<file path="config.mk">
export PLATFORM = sky130hd
export DESIGN_NAME = gp_region_decoder_flat
export DESIGN_NICKNAME = d
export VERILOG_FILES = /design/src/rtl/gp_addr_dec_pkg.sv /design/src/rtl/gp_region_decoder_if.sv /design/src/rtl/gp_region_decoder_match.sv /design/src/rtl/gp_region_decoder.sv /design/src/flat_wrapper.sv
export SDC_FILE = /design/constraint.sdc
export NUM_CORES = 1
export LEC_CHECK = 0
export ABC_CLOCK_PERIOD_IN_PS = 2820
export CORE_MARGIN = 5
export CORE_UTILIZATION = 42
export CTS_BUF_LIST = sky130_fd_sc_hd__clkbuf_8 sky130_fd_sc_hd__clkbuf_16
export DETAILED_ROUTE_END_ITERATION = 10
export HOLD_SLACK_MARGIN = 0.02
export PLACE_DENSITY = 0.8
export SYNTH_ARGS = -nofsm -noshare
export SYNTH_HDL_FRONTEND = slang
export SYNTH_SLANG_ARGS = --single-unit
</file>
<file path="constraint.sdc">
create_clock -name clk -period 2.82 [get_ports clk]
set_input_delay 0.282 -clock clk [delete_from_list [all_inputs] [get_ports clk]]
set_output_delay 0.282 -clock clk [all_outputs]
set_load 0.01 [all_outputs]
</file>
<file path="src/rtl/gp_addr_dec_pkg.sv">
// Shared types and default region map for the gp_engine AHB region decoder.
package gp_addr_dec_pkg;

  localparam int unsigned MAX_REGIONS = 8;
  localparam int unsigned BASE_WIDTH  = 30;
  localparam int unsigned SIZE_WIDTH  = 32;

  typedef enum logic [1:0] {
    IDLE,
    DATA,
    ERR1,
    ERR2
  } dec_state_t;

  typedef logic [MAX_REGIONS-1:0][BASE_WIDTH-1:0] base_arr_t;
  typedef logic [MAX_REGIONS-1:0][SIZE_WIDTH-1:0] size_arr_t;

  // Register File sits at word 0, the Command Buffer directly above it.
  localparam logic [BASE_WIDTH-1:0] RF_BASE = 30'h0;
  localparam logic [SIZE_WIDTH-1:0] RF_SIZE = 32'd4;
  localparam logic [BASE_WIDTH-1:0] CB_BASE = 30'h4;
  localparam logic [SIZE_WIDTH-1:0] CB_SIZE = 32'd256;

  localparam base_arr_t DEFAULT_REGION_BASE =
    {{(MAX_REGIONS-2){{BASE_WIDTH{1'b0}}}}, CB_BASE, RF_BASE};
  localparam size_arr_t DEFAULT_REGION_SIZE =
    {{(MAX_REGIONS-2){{SIZE_WIDTH{1'b0}}}}, CB_SIZE, RF_SIZE};

  function automatic logic is_err_state(dec_state_t s);
    return (s == ERR1) || (s == ERR2);
  endfunction

endpackage

</file>
<file path="src/rtl/gp_region_decoder_if.sv">
// AHB-side address phase and response signals of the gp_engine region decoder.
interface gp_region_decoder_if #(
  parameter int unsigned ADDR_WIDTH = 32
);

  logic [ADDR_WIDTH-1:0] slv_o_addr;
  logic                  slv_o_valid;
  logic                  slv_o_write;
  logic                  slv_i_ready;
  logic                  slv_i_err;

  modport master (
    output slv_o_addr,
    output slv_o_valid,
    output slv_o_write,
    input  slv_i_ready,
    input  slv_i_err
  );

  modport slave (
    input  slv_o_addr,
    input  slv_o_valid,
    input  slv_o_write,
    output slv_i_ready,
    output slv_i_err
  );

endinterface

</file>
<file path="src/rtl/gp_region_decoder_match.sv">
// gp_region_match: combinational hit test and word offset for a single region.
module gp_region_match #(
  parameter int unsigned WORD_WIDTH = 30,
  parameter int unsigned OFF_WIDTH  = 8
) (
  input  logic [WORD_WIDTH-1:0] word_i,
  input  logic [WORD_WIDTH-1:0] base_i,
  input  logic [31:0]           size_i,
  output logic                  hit_o,
  output logic [OFF_WIDTH-1:0]  offset_o
);

  localparam int unsigned CW = ((WORD_WIDTH > 32) ? WORD_WIDTH : 32) + 1;

  logic [WORD_WIDTH-1:0] delta;
  logic [CW-1:0]         deltaExt;
  logic [CW-1:0]         sizeExt;

  // Comparing the distance from base against size avoids ever forming base+size,
  // which could wrap at the top of the address space.
  assign delta    = word_i - base_i;
  assign deltaExt = CW'(delta);
  assign sizeExt  = CW'(size_i);

  assign hit_o    = (size_i != '0) && (word_i >= base_i) && (deltaExt < sizeExt);
  assign offset_o = delta[OFF_WIDTH-1:0];

endmodule

</file>
<file path="src/rtl/gp_region_decoder.sv">
// gp_region_decoder: registered AHB slave address decoder with up to 8 regions.
// Define GP_DECODER_ERR_CNT_EN to add a saturating unmapped-access counter.
module gp_region_decoder
  import gp_addr_dec_pkg::*;
#(
  parameter int unsigned ADDR_WIDTH       = 32,
  parameter int unsigned TRANS_ADDR_WIDTH = 8,
  parameter int unsigned NUM_REGIONS      = 2,
  parameter base_arr_t   REGION_BASE      = DEFAULT_REGION_BASE,
  parameter size_arr_t   REGION_SIZE      = DEFAULT_REGION_SIZE
) (
  input  logic                        clk,
  input  logic                        rst,
  gp_region_decoder_if.slave          slv,
`ifdef GP_DECODER_ERR_CNT_EN
  input  logic                        err_count_clr,
  output logic [7:0]                  err_count,
`endif
  input  logic [NUM_REGIONS-1:0]      region_ready,
  output logic [NUM_REGIONS-1:0]      region_en,
  output logic [TRANS_ADDR_WIDTH-1:0] trans_addr,
  output logic                        trans_write
);

  localparam int unsigned WW = ADDR_WIDTH - 2;

  if ((NUM_REGIONS < 1) || (NUM_REGIONS > MAX_REGIONS)) begin : g_bad_num
    $error("gp_region_decoder: NUM_REGIONS must be 1..8");
  end
  if ((ADDR_WIDTH > 32) || (ADDR_WIDTH < TRANS_ADDR_WIDTH + 2)) begin : g_bad_aw
    $error("gp_region_decoder: ADDR_WIDTH must be TRANS_ADDR_WIDTH+2..32");
  end
  for (genvar k = 0; k < MAX_REGIONS; k++) begin : g_size_chk
    if (64'(REGION_SIZE[k]) > (64'd1 << TRANS_ADDR_WIDTH)) begin : g_bad_size
      $error("gp_region_decoder: region size exceeds translated address range");
    end
  end

  dec_state_t                  state_q, state_d;
  logic [NUM_REGIONS-1:0]      regionEn_q, regionEn_d;
  logic [TRANS_ADDR_WIDTH-1:0] transAddr_q, transAddr_d;
  logic                        transWrite_q, transWrite_d;

  logic [WW-1:0]               addrWord;
  logic                        unusedAddrLsb;
  logic [NUM_REGIONS-1:0]      hitVec;
  logic [TRANS_ADDR_WIDTH-1:0] offVec [NUM_REGIONS];
  logic [NUM_REGIONS-1:0]      selEn;
  logic [TRANS_ADDR_WIDTH-1:0] selOff;
  logic                        hitAny;
  logic                        curReady;
  logic                        accept;

  assign addrWord      = slv.slv_o_addr[ADDR_WIDTH-1:2];
  assign unusedAddrLsb = ^slv.slv_o_addr[1:0];

  for (genvar k = 0; k < NUM_REGIONS; k++) begin : g_region
    gp_region_match #(
      .WORD_WIDTH (WW),
      .OFF_WIDTH  (TRANS_ADDR_WIDTH)
    ) u_match (
      .word_i   (addrWord),
      .base_i   (REGION_BASE[k][WW-1:0]),
      .size_i   (REGION_SIZE[k]),
      .hit_o    (hitVec[k]),
      .offset_o (offVec[k])
    );
  end

  // Walk from the highest index down so the lowest-numbered hit is what remains.
  always_comb begin
    selEn  = '0;
    selOff = '0;
    for (int k = NUM_REGIONS - 1; k >= 0; k--) begin
      if (hitVec[k]) begin
        selEn    = '0;
        selEn[k] = 1'b1;
        selOff   = offVec[k];
      end
    end
  end

  assign hitAny = |selEn;

  always_comb begin
    curReady = 1'b1;
    case (state_q)
      DATA:    curReady = |(regionEn_q & region_ready);
      ERR1:    curReady = 1'b0;
      default: curReady = 1'b1;
    endcase
  end

  // ERR2 drives ready high to close the error response but never takes a new address.
  assign accept = slv.slv_o_valid && curReady && ((state_q == IDLE) || (state_q == DATA));

  always_comb begin
    state_d      = state_q;
    regionEn_d   = regionEn_q;
    transAddr_d  = transAddr_q;
    transWrite_d = transWrite_q;
    if (accept) begin
      transWrite_d = slv.slv_o_write;
      if (hitAny) begin
        state_d     = DATA;
        regionEn_d  = selEn;
        transAddr_d = selOff;
      end else begin
        state_d     = ERR1;
        regionEn_d  = '0;
        transAddr_d = '0;
      end
    end else begin
      case (state_q)
        DATA: begin
          if (curReady) begin
            state_d    = IDLE;
            regionEn_d = '0;
          end
        end
        ERR1:    state_d = ERR2;
        ERR2:    state_d = IDLE;
        default: state_d = state_q;
      endcase
    end
  end

  always_ff @(posedge clk or posedge rst) begin
    if (rst) begin
      state_q      <= IDLE;
      regionEn_q   <= '0;
      transAddr_q  <= '0;
      transWrite_q <= 1'b0;
    end else begin
      state_q      <= state_d;
      regionEn_q   <= regionEn_d;
      transAddr_q  <= transAddr_d;
      transWrite_q <= transWrite_d;
    end
  end

  assign region_en       = regionEn_q;
  assign trans_addr      = transAddr_q;
  assign trans_write     = transWrite_q;
  assign slv.slv_i_ready = curReady;
  assign slv.slv_i_err   = is_err_state(state_q);

`ifdef GP_DECODER_ERR_CNT_EN
  logic [7:0] errCount_q;

  // ERR1 lasts exactly one cycle, so a next state of ERR1 marks each new error.
  always_ff @(posedge clk or posedge rst) begin
    if (rst) begin
      errCount_q <= '0;
    end else if (err_count_clr) begin
      errCount_q <= '0;
    end else if ((state_d == ERR1) && (errCount_q != 8'hFF)) begin
      errCount_q <= errCount_q + 8'd1;
    end
  end

  assign err_count = errCount_q;
`endif

endmodule
</file>
<file path="src/flat_wrapper.sv">
// flat-port wrapper written by rule: the top's interface ports become plain ports
module gp_region_decoder_flat import gp_addr_dec_pkg::*;
#(
  parameter int unsigned ADDR_WIDTH       = 32,
  parameter int unsigned TRANS_ADDR_WIDTH = 8,
  parameter int unsigned NUM_REGIONS      = 2,
  parameter base_arr_t   REGION_BASE      = DEFAULT_REGION_BASE,
  parameter size_arr_t   REGION_SIZE      = DEFAULT_REGION_SIZE
)
  (clk, rst, region_ready, region_en, trans_addr, trans_write, slv_slv_o_addr, slv_slv_o_valid, slv_slv_o_write, slv_slv_i_ready, slv_slv_i_err);
  gp_region_decoder_if #(.ADDR_WIDTH(ADDR_WIDTH)) slv_i ();
  input  logic clk;
  input  logic rst;
  input  logic [NUM_REGIONS-1:0] region_ready;
  output logic [NUM_REGIONS-1:0] region_en;
  output logic [TRANS_ADDR_WIDTH-1:0] trans_addr;
  output logic trans_write;
  input wire logic [$bits(slv_i.slv_o_addr)-1:0] slv_slv_o_addr;
  input wire logic [$bits(slv_i.slv_o_valid)-1:0] slv_slv_o_valid;
  input wire logic [$bits(slv_i.slv_o_write)-1:0] slv_slv_o_write;
  output wire logic [$bits(slv_i.slv_i_ready)-1:0] slv_slv_i_ready;
  output wire logic [$bits(slv_i.slv_i_err)-1:0] slv_slv_i_err;
  assign slv_i.slv_o_addr = slv_slv_o_addr;
  assign slv_i.slv_o_valid = slv_slv_o_valid;
  assign slv_i.slv_o_write = slv_slv_o_write;
  assign slv_slv_i_ready = slv_i.slv_i_ready;
  assign slv_slv_i_err = slv_i.slv_i_err;
  gp_region_decoder #(.ADDR_WIDTH(ADDR_WIDTH), .TRANS_ADDR_WIDTH(TRANS_ADDR_WIDTH), .NUM_REGIONS(NUM_REGIONS), .REGION_BASE(REGION_BASE), .REGION_SIZE(REGION_SIZE)) u_core (.clk(clk), .rst(rst), .slv(slv_i), .region_ready(region_ready), .region_en(region_en), .trans_addr(trans_addr), .trans_write(trans_write));
endmodule
</file>
==> results of run 1 <==
-- cell families (layout without fill, tap and decap cells) --
| kind of cell | after synthesis | after routing |
|---|---|---|
| buffers and inverters | 11 | 87 |
| flip-flops | 13 | 13 |
| XOR/XNOR | 3 | 3 |
| AND/OR/NAND/NOR | 68 | 68 |
| AO/OA/AOI/OAI | 39 | 39 |
| adder cells (fa/ha/maj) | 5 | 5 |
-- final cells by class --
class	count	area, sq um
clock buffers	3	41.3
multi-input cells	115	828
repair buffers	78	713
fillers	225	717
inverters	5	18.8
flip-flops and latches	13	325
clock inverters	1	3.75
well taps	31	38.8
-- metal layers --
metal,global-route usage [%],part of all wire [%]
met5,0,0
met1,23.3,43
met4,7.43,3.1
met2,34.1,48
met3,3.78,5.4
-- power by group through the flow --
stage          sequential [mW]  combinational (mW)  clock, mW
2_1_floorplan            0.263               0.265          0
3_3_place_gp             0.256               0.483          0
3_5_place_dp             0.258               0.501          0
4_1_cts                  0.255               0.509      0.159
5_1_grt                  0.262               0.575      0.169
6_report                 0.254               0.512      0.158
-- how the worst min path moves through the flow --
stage,start,endpoint,cells past startpoint
after floorplan,rst,u_core.region_en[0],1
after global placement,u_core.trans_write,u_core.trans_write,2
after detailed placement,u_core.trans_write,u_core.trans_write,2
after CTS,rst,u_core.trans_write,2
after global routing,rst,u_core.region_en[0],2
final,rst,u_core.region_en[0],2
-- cell usage in the layout, fill, tap and decap left out, types with 5 or more instances in the layout --
| master | synthesis | layout |
|---|---|---|
| nand2_1 | 17 | 17 |
| o21ai_1 | 3 | 5 |
| inv_1 | 5 | 6 |
| nor2_1 | 10 | 10 |
| or4_1 | 6 | 6 |
| clkdlybuf4s50_1 | 0 | 48 |
| dfrtp_1 | 13 | 13 |
| nor3_1 | 5 | 5 |
| o21ai_0 | 10 | 8 |
| ha_1 | 5 | 5 |
| buf_4 | 0 | 28 |
-- worst max-delay path, cell delays in order --
cell and delay (ns):
clkdlybuf4s50_1 0.43, or4_1 0.55, or2_1 0.27, o31ai_1 0.24, o211ai_1 0.14, or4_1 0.57
buf_6 0.17, a211oi_2 0.18, a21o_1 0.10
-- state kept, by name (all words and copies together) (netlist names) --
signal and cells:
u_core.trans_addr 8, u_core.trans_write 1, u_core.state_q 2, u_core.region_en 2
-- repair_timing --
action | CTS | global route
gates resized for setup | 1 | 13
buffers inserted | 0 | 0
setup endpoints to repair | 1 | 11
-- cells in the mapped netlist --
master     instances
nor4_1             3
xnor2_1            3
o2bb2ai_1          1
o211ai_1           2
nor3b_1            5
a22o_1             2
or3_1              2
a311oi_1           3
nor3_1             5
o21ai_1            3
nand4_1            2
or2_1              1
ha_1               5
inv_1              5
or4_1              6
buf_1              1
nor2b_1            1
o21ai_0           10
o31ai_1            3
dfrtp_1           13
a211oi_2           1
a22oi_1            1
nand3_1            3
a211o_1            2
buf_6              2
nor2_1            10
clkbuf_1           3
nor4b_1            4
and3_1             1
o211a_1            3
a21oi_1            3
nand2_1           17
a31oi_1            1
nor4b_2            1
or4_4              2
or2_2              2
a21o_1             1
o21a_1             3
nor2b_4            1
nor4_2             1
or3b_1             1
==> impl_metrics.tcl, run 1 <==
set metrics [dict create \
    dp_hpwl_um 3020 \
    ys_types 41 \
    std_cell_rows 19 \
    dp_cells 242 \
    rr_worst_depth 9 \
    cellLeakagePower_nw 0.849 \
    pre_cts_ws_ns -0.224 \
    yosys_warnings 0 \
    antenna_found_initial 0 \
    holdWs_ns 0.354 \
    dieWidth_um 62.4 \
    p_comb_share_pct 55.4 \
    muxShareOfSynthArea_pct 0 \
    synth_xor_xnor_area_share_pct 2.28 \
    die_y_um 62.4 \
    swShare_pct 37.0 \
    ys_seq_elements 13 \
    utilization_pct 73.3 \
    die_area_sq_mm 0.00389 \
    synthAdderAreaFrac_pct 5.43 \
    synth_top_family_by_area "simple AND/OR/NAND/NOR gates" \
    p_clk_share_pct 17.1 \
    ir_drop_uv 553 \
    route.detailed.drc 0 \
    wl_um 3770 \
    syn_area_sq_mm 0.00115 \
    syn_inst 139 \
    first_pass_iters 4 \
    timing.setup.tns_ns 0 \
    synth-seq-area-share_pct 28.3 \
    status "completed" \
    required_ns 3.00 \
    max_cap_violations 0 \
    post-route-min-period_ns 2.76 \
    critPathKind "in2reg" \
    grt_max_degree 16 \
    clkLatencyLatePin_ns 0.24 \
    final_area_sq_mm 0.00197 \
    netlist.area_leader.share_pct 28.3 \
    h-tree-depth 1 \
    setup_viol 0 \
    r2r_end "u_core.state_q[0]" \
    antenna_left 0 \
    vias 1405 \
    cp-endpoint "u_core.trans_addr[5]" \
    end_kind "flip-flop" \
    power.density_mw_per_mm2 469 \
    clockBufferDepth 2 \
    relSlewSlack_pct 68.4 \
    synthTopCellsByArea "dfrtp_1 (28%), nand2_1 (5.5%), ha_1 (5.4%)" \
    grt_first_pass_wirelength_um 6440 \
    reg2reg_slack_ns 0.57 \
    p_sw_mw 0.342 \
    synth-compound-area-share_pct 23.8 \
    finalPower_mw 0.925 \
    report.final.slew_viol_count 0 \
    r2r_start "u_core.state_q[0]" \
    yosysTopAreaCell "dfrtp_1" \
    power_frac_seq_pct 27.5 \
    fin_ws_ns 0.0583 \
    numClockSinks 13 \
    timing.fmax_mhz 362 \
    grt_usage_pct 19.5 \
    stdcell_count 246 \
    tightest_slew_ns 0.473 \
    crit_path_start "slv_slv_o_addr[22]" \
    syn2layout_area_growth_pct 71.1 \
    drive_gt1_share_pct 22.8 \
    numCtsBuffers 3 \
    post_drt_wl_per_cell_um 15.3 \
    place_area_sq_mm 0.00186 \
    internal_power_mw 0.582 \
    io_pins 51 \
    start_kind "primary input" \
    yosys.area_share.simple_pct 35.3 \
    min_path_type "in2async" \
    path_max_fanout 10 \
    routabilityCongestion 0.912 \
    fin_crit_sh_pct 97.9 \
    hold_violations 0 \
    finalNetCount 259 \
    coreArea_sq_mm 0.00269 \
    io_buffers 48 \
    initial_core_util_pct 42.9 \
    synth_area_per_cell_sq_um 8.28 \
    grt-ovfl-total 0 \
    via_per_inst 5.71 \
    critPathArrivalTime_ns 2.94 \
    grt_pass1_vias 1422 \
    cts_root_buffer "clkbuf_8" \
    cts-hold-fix-buffers 0 \
    n_antenna_cell 0 \
    rsz0062_at_grt "false" \
    syn_nets 182 \
    clk_pin_slew_worst_paths_ns 0.05 \
    drt_iter0_markers 49 \
    fin_skew_ns 0.00367 \
    tritoncts "built" \
]
Power figures use the tool's default switching activity.
==> run 2: changes to the inputs <==
- CORE_UTILIZATION: 42 -> 55
- PLACE_DENSITY: 0.8 -> 0.76
- SYNTH_HIERARCHICAL: default -> 1
==> impl_metrics.tcl, run 2 <==
set metrics [dict create \
    yosys_warnings 6 \
    yosysTopAreaCell "ha_1" \
    syn_area_sq_mm 0.00588 \
    std_cell_rows 37 \
    pre_cts_ws_ns -1.73 \
    yosys-top-cells-count "inv_1 (134), ha_1 (122), a21oi_1 (98), nand2_1 (69), o21ai_0 (49)" \
    io_pins 51 \
    status "stopped before the end" \
    stop_error "[ERROR GRT-0232] Routing congestion too high. Check the congestion heatmap in the GUI." \
    dp_hpwl_um 16000 \
    synth_area_per_cell_sq_um 7.02 \
    die_y_um 113 \
    synth_edf_count 0 \
    grt-ovfl-total 40 \
    io_buffers 48 \
    routabilityCongestion 0.905 \
    clockBufferDepth 2 \
    grt_max_degree 19 \
    timing.grt.repair.worst_endpoint "u_core/trans_addr[1]$_DFFE_PP0P_/D" \
    ys_types 65 \
    haltStage "global routing (5_1_grt)" \
    numCtsBuffers 3 \
    endpoint_type "register data pin" \
    synth-seq-area-share_pct 5.53 \
    ys_seq_elements 13 \
    h-tree-depth 1 \
    synth_top_flop_cell "dfrtp_1" \
    initial_core_util_pct 56.7 \
    dp_cells 1418 \
    netlist.area_leader.share_pct 25.9 \
    synth-async-reset-ratio_pct 100 \
    cts_root_buffer "clkbuf_8" \
    grt_usage_pct 69.5 \
    numClockSinks 13 \
    synth_most_common_cell "inv_1" \
    dieWidth_um 113 \
    syn_inst 838 \
    synthTopCellsByArea "ha_1 (26%), inv_1 (8.5%), a21oi_1 (8.3%)" \
]
## run 2: cell count changes after synthesis, sizes merged, moves of 14 or more
cell   delta
a21oi    +99
nand2    +52
xnor2    +23
ha      +117
o21ai    +40
xor2     +24
nand3    +22
nand4    +16
nor4     +14
nor2     +34
inv     +132
a21o     +22
## run 2: layer usage
layer,track usage (%),overflow
met5,9.02,0
met4,75.6,19
met3,53.5,1
met2,89.1,20
met1,65.8,0
## run 2: cell families after synthesis
kind of cell / share of synthesized area [%]
AO/OA/AOI/OAI: 30.7
flip-flops: 5.53
XOR/XNOR: 7.44
buffers and inverters: 10.0
AND/OR/NAND/NOR: 18.7
multiplexers: 0.893
adder cells (fa/ha/maj): 26.6
other: 0.128
## run 2: stage by stage
step | hold slack, ns | instance area (sq um)
4_1_cts | 0.371 | 9770
3_5_place_dp | 0.482 | 8920
3_3_place_gp | 0.470 | 8920
2_1_floorplan | 0.159 | 6660
## run 2: timing repair
item / CTS
pin swaps: 85
endpoints found under the hold margin: 0
hold buffers: 0
setup endpoints to repair: 12
resized for setup: 184
setup buffers: 22
==> run 3: changes to the inputs <==
- CORE_UTILIZATION: 55 -> 40
- CTS_BUF_LIST: sky130_fd_sc_hd__clkbuf_8 sky130_fd_sc_hd__clkbuf_16 -> default
- HOLD_SLACK_MARGIN: 0.02 -> default
- PLACE_DENSITY: 0.76 -> default
- PLACE_DENSITY_LB_ADDON: default -> 0.15
==> impl_metrics.tcl, run 3 <==
set metrics [dict create \
    report.final.slew_viol_count 0 \
    tightest_slew_ns 0.531 \
    die_y_um 131 \
    grt_first_pass_wirelength_um 30400 \
    syn2layout_area_growth_pct 65.8 \
    utilization_pct 67.4 \
    required_ns 2.92 \
    fin_skew_ns 0.00245 \
    synth_edf_count 0 \
    start_kind "primary input" \
    final_common_cell "buf_4" \
    ys_types 65 \
    cts_root_buffer "clkbuf_16" \
    post_drt_wl_per_cell_um 12.1 \
    critPathArrivalTime_ns 3.71 \
    cp_num_cells 19 \
    coreArea_sq_mm 0.0145 \
    rsz0062_at_grt "true" \
    grt_max_degree 19 \
    antenna_left 0 \
    syn_area_sq_mm 0.00588 \
    drt_iter0_markers 194 \
    numCtsBuffers 3 \
    die_area_sq_mm 0.0172 \
    ir_drop_uv 284 \
    p_comb_share_pct 82.3 \
    fin_crit_sh_pct 128 \
    end_kind "flip-flop" \
    grt_pass1_vias 6648 \
    via_per_inst 4.68 \
    power_frac_seq_pct 9.7 \
    crit_chain "buf_8 > ha_4 > nor2b_4 > o2111a_2 > o31ai_4 > buf_4 > o31ai_2 > a21oi_2 > o21bai_1 > xor2_1 > ha_1 > and4_1 > a221o_1 > a21oi_1 > o211a_4 > buf_6 > nor2_2 > a21oi_1 > o21ai_1" \
    largest_reg_flops 8 \
    syn_inst 838 \
    max_cap_violations 0 \
    critPathKind "in2reg" \
    synth_area_per_cell_sq_um 7.02 \
    wl_um 17900 \
    path_buf_inv 3 \
    cp_slowest_cell "a221o_1" \
    clkLatencyLatePin_ns 0.24 \
    p_sw_mw 1.45 \
    n_antenna_cell 0 \
    std_cell_rows 44 \
    vias 6903 \
    ys_seq_elements 13 \
    holdWs_ns 0.362 \
    pre_cts_ws_ns -1.89 \
    finalNetCount 1454 \
    dieWidth_um 131 \
    path_max_fanout 5 \
    route.detailed.drc 0 \
    power.density_mw_per_mm2 340 \
    synth_most_common_cell "inv_1" \
    critical_path.max_stage_delay_ns 0.34 \
    cellLeakagePower_nw 4.63 \
    clockBufferDepth 2 \
    netlist.area_leader.share_pct 25.9 \
    io_buffers 48 \
    min_path_type "in2async" \
    final_area_sq_mm 0.00975 \
    synthTopCellsByArea "ha_1 (26%), inv_1 (8.5%), a21oi_1 (8.3%)" \
    relSlewSlack_pct 64.6 \
    initial_core_util_pct 40.6 \
    yosysTopAreaCell "ha_1" \
    rr_worst_depth 5 \
    place_area_sq_mm 0.00892 \
    synth-async-reset-ratio_pct 100 \
    path_delay_family "compound AO/OA/AOI/OAI gates" \
    routabilityCongestion 0.896 \
    timing.setup.tns_ns -8.94 \
    violations "negative setup slack" \
    tritoncts "built" \
    grt_usage_pct 20.1 \
    yosys-top-cells-count "inv_1 (134), ha_1 (122), a21oi_1 (98), nand2_1 (69), o21ai_0 (49)" \
    internal_power_mw 1.86 \
    mostFrequentLayoutCells "buf_4 (230), conb_1 (188), inv_1 (134)" \
    h-tree-depth 1 \
    first_pass_iters 6 \
    synth_top_flop_cell "dfrtp_1" \
    yosys_warnings 6 \
    cts-hold-fix-buffers 0 \
    numClockSinks 13 \
    setup_viol 12 \
    antenna_found_initial 0 \
    timing.fmax_mhz 277 \
    clk_pin_slew_worst_paths_ns 0.04 \
    hold_violations 0 \
    fin_ws_ns -0.793 \
    synth-seq-area-share_pct 5.53 \
    grt-ovfl-total 0 \
    io_pins 51 \
    status "finished, violations left" \
    post-route-min-period_ns 3.61 \
    swShare_pct 43.7 \
    cp_common_cell "a21oi_1" \
    p_clk_share_pct 8.0 \
    dp_hpwl_um 14900 \
    drive_gt1_share_pct 28.5 \
]
## run 3: cell counts after synthesis
Identical to the previous run, type by type.
## run 3: per-stage QoR
step                instances  total power [mW]
finish                   1475              3.31
global route             1475              3.64
detailed placement       1458              2.79
global placement         1458              2.76
floorplan                1024              1.80
CTS                      1473              3.25
## run 3: power groups by stage
stage                     Combinational (mW)  Clock (mW)  Sequential [mW]
after floorplan                         1.46           0            0.343
after global placement                  2.44           0            0.322
after detailed placement                2.47           0            0.325
after CTS                               2.66       0.270            0.322
after global routing                    3.02       0.282            0.332
final                                   2.73       0.266            0.320
## run 3: layout make-up
cell class | instances | area, sq um
clock buffer | 4 | 78.8
fill | 1311 | 4730
inverter | 137 | 514
multi-input combinational | 858 | 6410
sequential | 13 | 325
tap | 184 | 230
timing repair buffer | 279 | 2190
## run 3: cell families after synthesis
family | synth area share [%]
mux | 0.893
other cells | 0.128
simple gates | 18.7
compound gates | 30.7
flops | 5.53
fa+ha+maj | 26.6
xor+xnor | 7.44
buf+inv | 10.0
## run 3: repair_timing
action,4_1_cts,5_1_grt
pin swaps,67,21
gates cloned,1,0
setup endpoints to repair,12,12
resized for setup,184,25
buffers inserted,10,2
## run 3: path summary, 6_finish.rpt
check	endpoint	slack, ns	from
setup / recovery	u_core/trans_addr[6]	-0.79	slv_slv_o_addr[3]
hold / removal	u_core/trans_addr[4]	0.36	rst
setup reg to reg	u_core/trans_write	0.76	u_core/state_q[1]
hold reg to reg	u_core/trans_addr[2]	0.49	u_core/trans_addr[2]
max in group asynchronous	u_core/trans_addr[3]	2.13	rst
min in group clk	u_core/trans_addr[2]	0.49	u_core/trans_addr[2]
## run 3: metal layers
layer  up-vias  routed length (um)  global-route usage, %
met5         -                   0                      0
met4         0                 167                   2.63
met3        17                 370                  0.917
met2        87                8780                   36.5
met1      3073                8570                   27.1
li1       3726                   -                      -
## run 3: worst reg2reg max path, delay by kind of cell (launching register included)
family	cells	cell delay, ns
flip-flops	1	0.41
adder cells (fa/ha/maj)	1	0.33
multiplexers	1	0.37
AO/OA/AOI/OAI	2	0.71
buffers and inverters	1	0.11
==> run 4: changes to the inputs <==
- CAP_MARGIN: default -> 40
- CTS_CLUSTER_DIAMETER: default -> 50
==> results of run 4 <==
The final DEF is identical to that of run 3; final timing and power are the same.
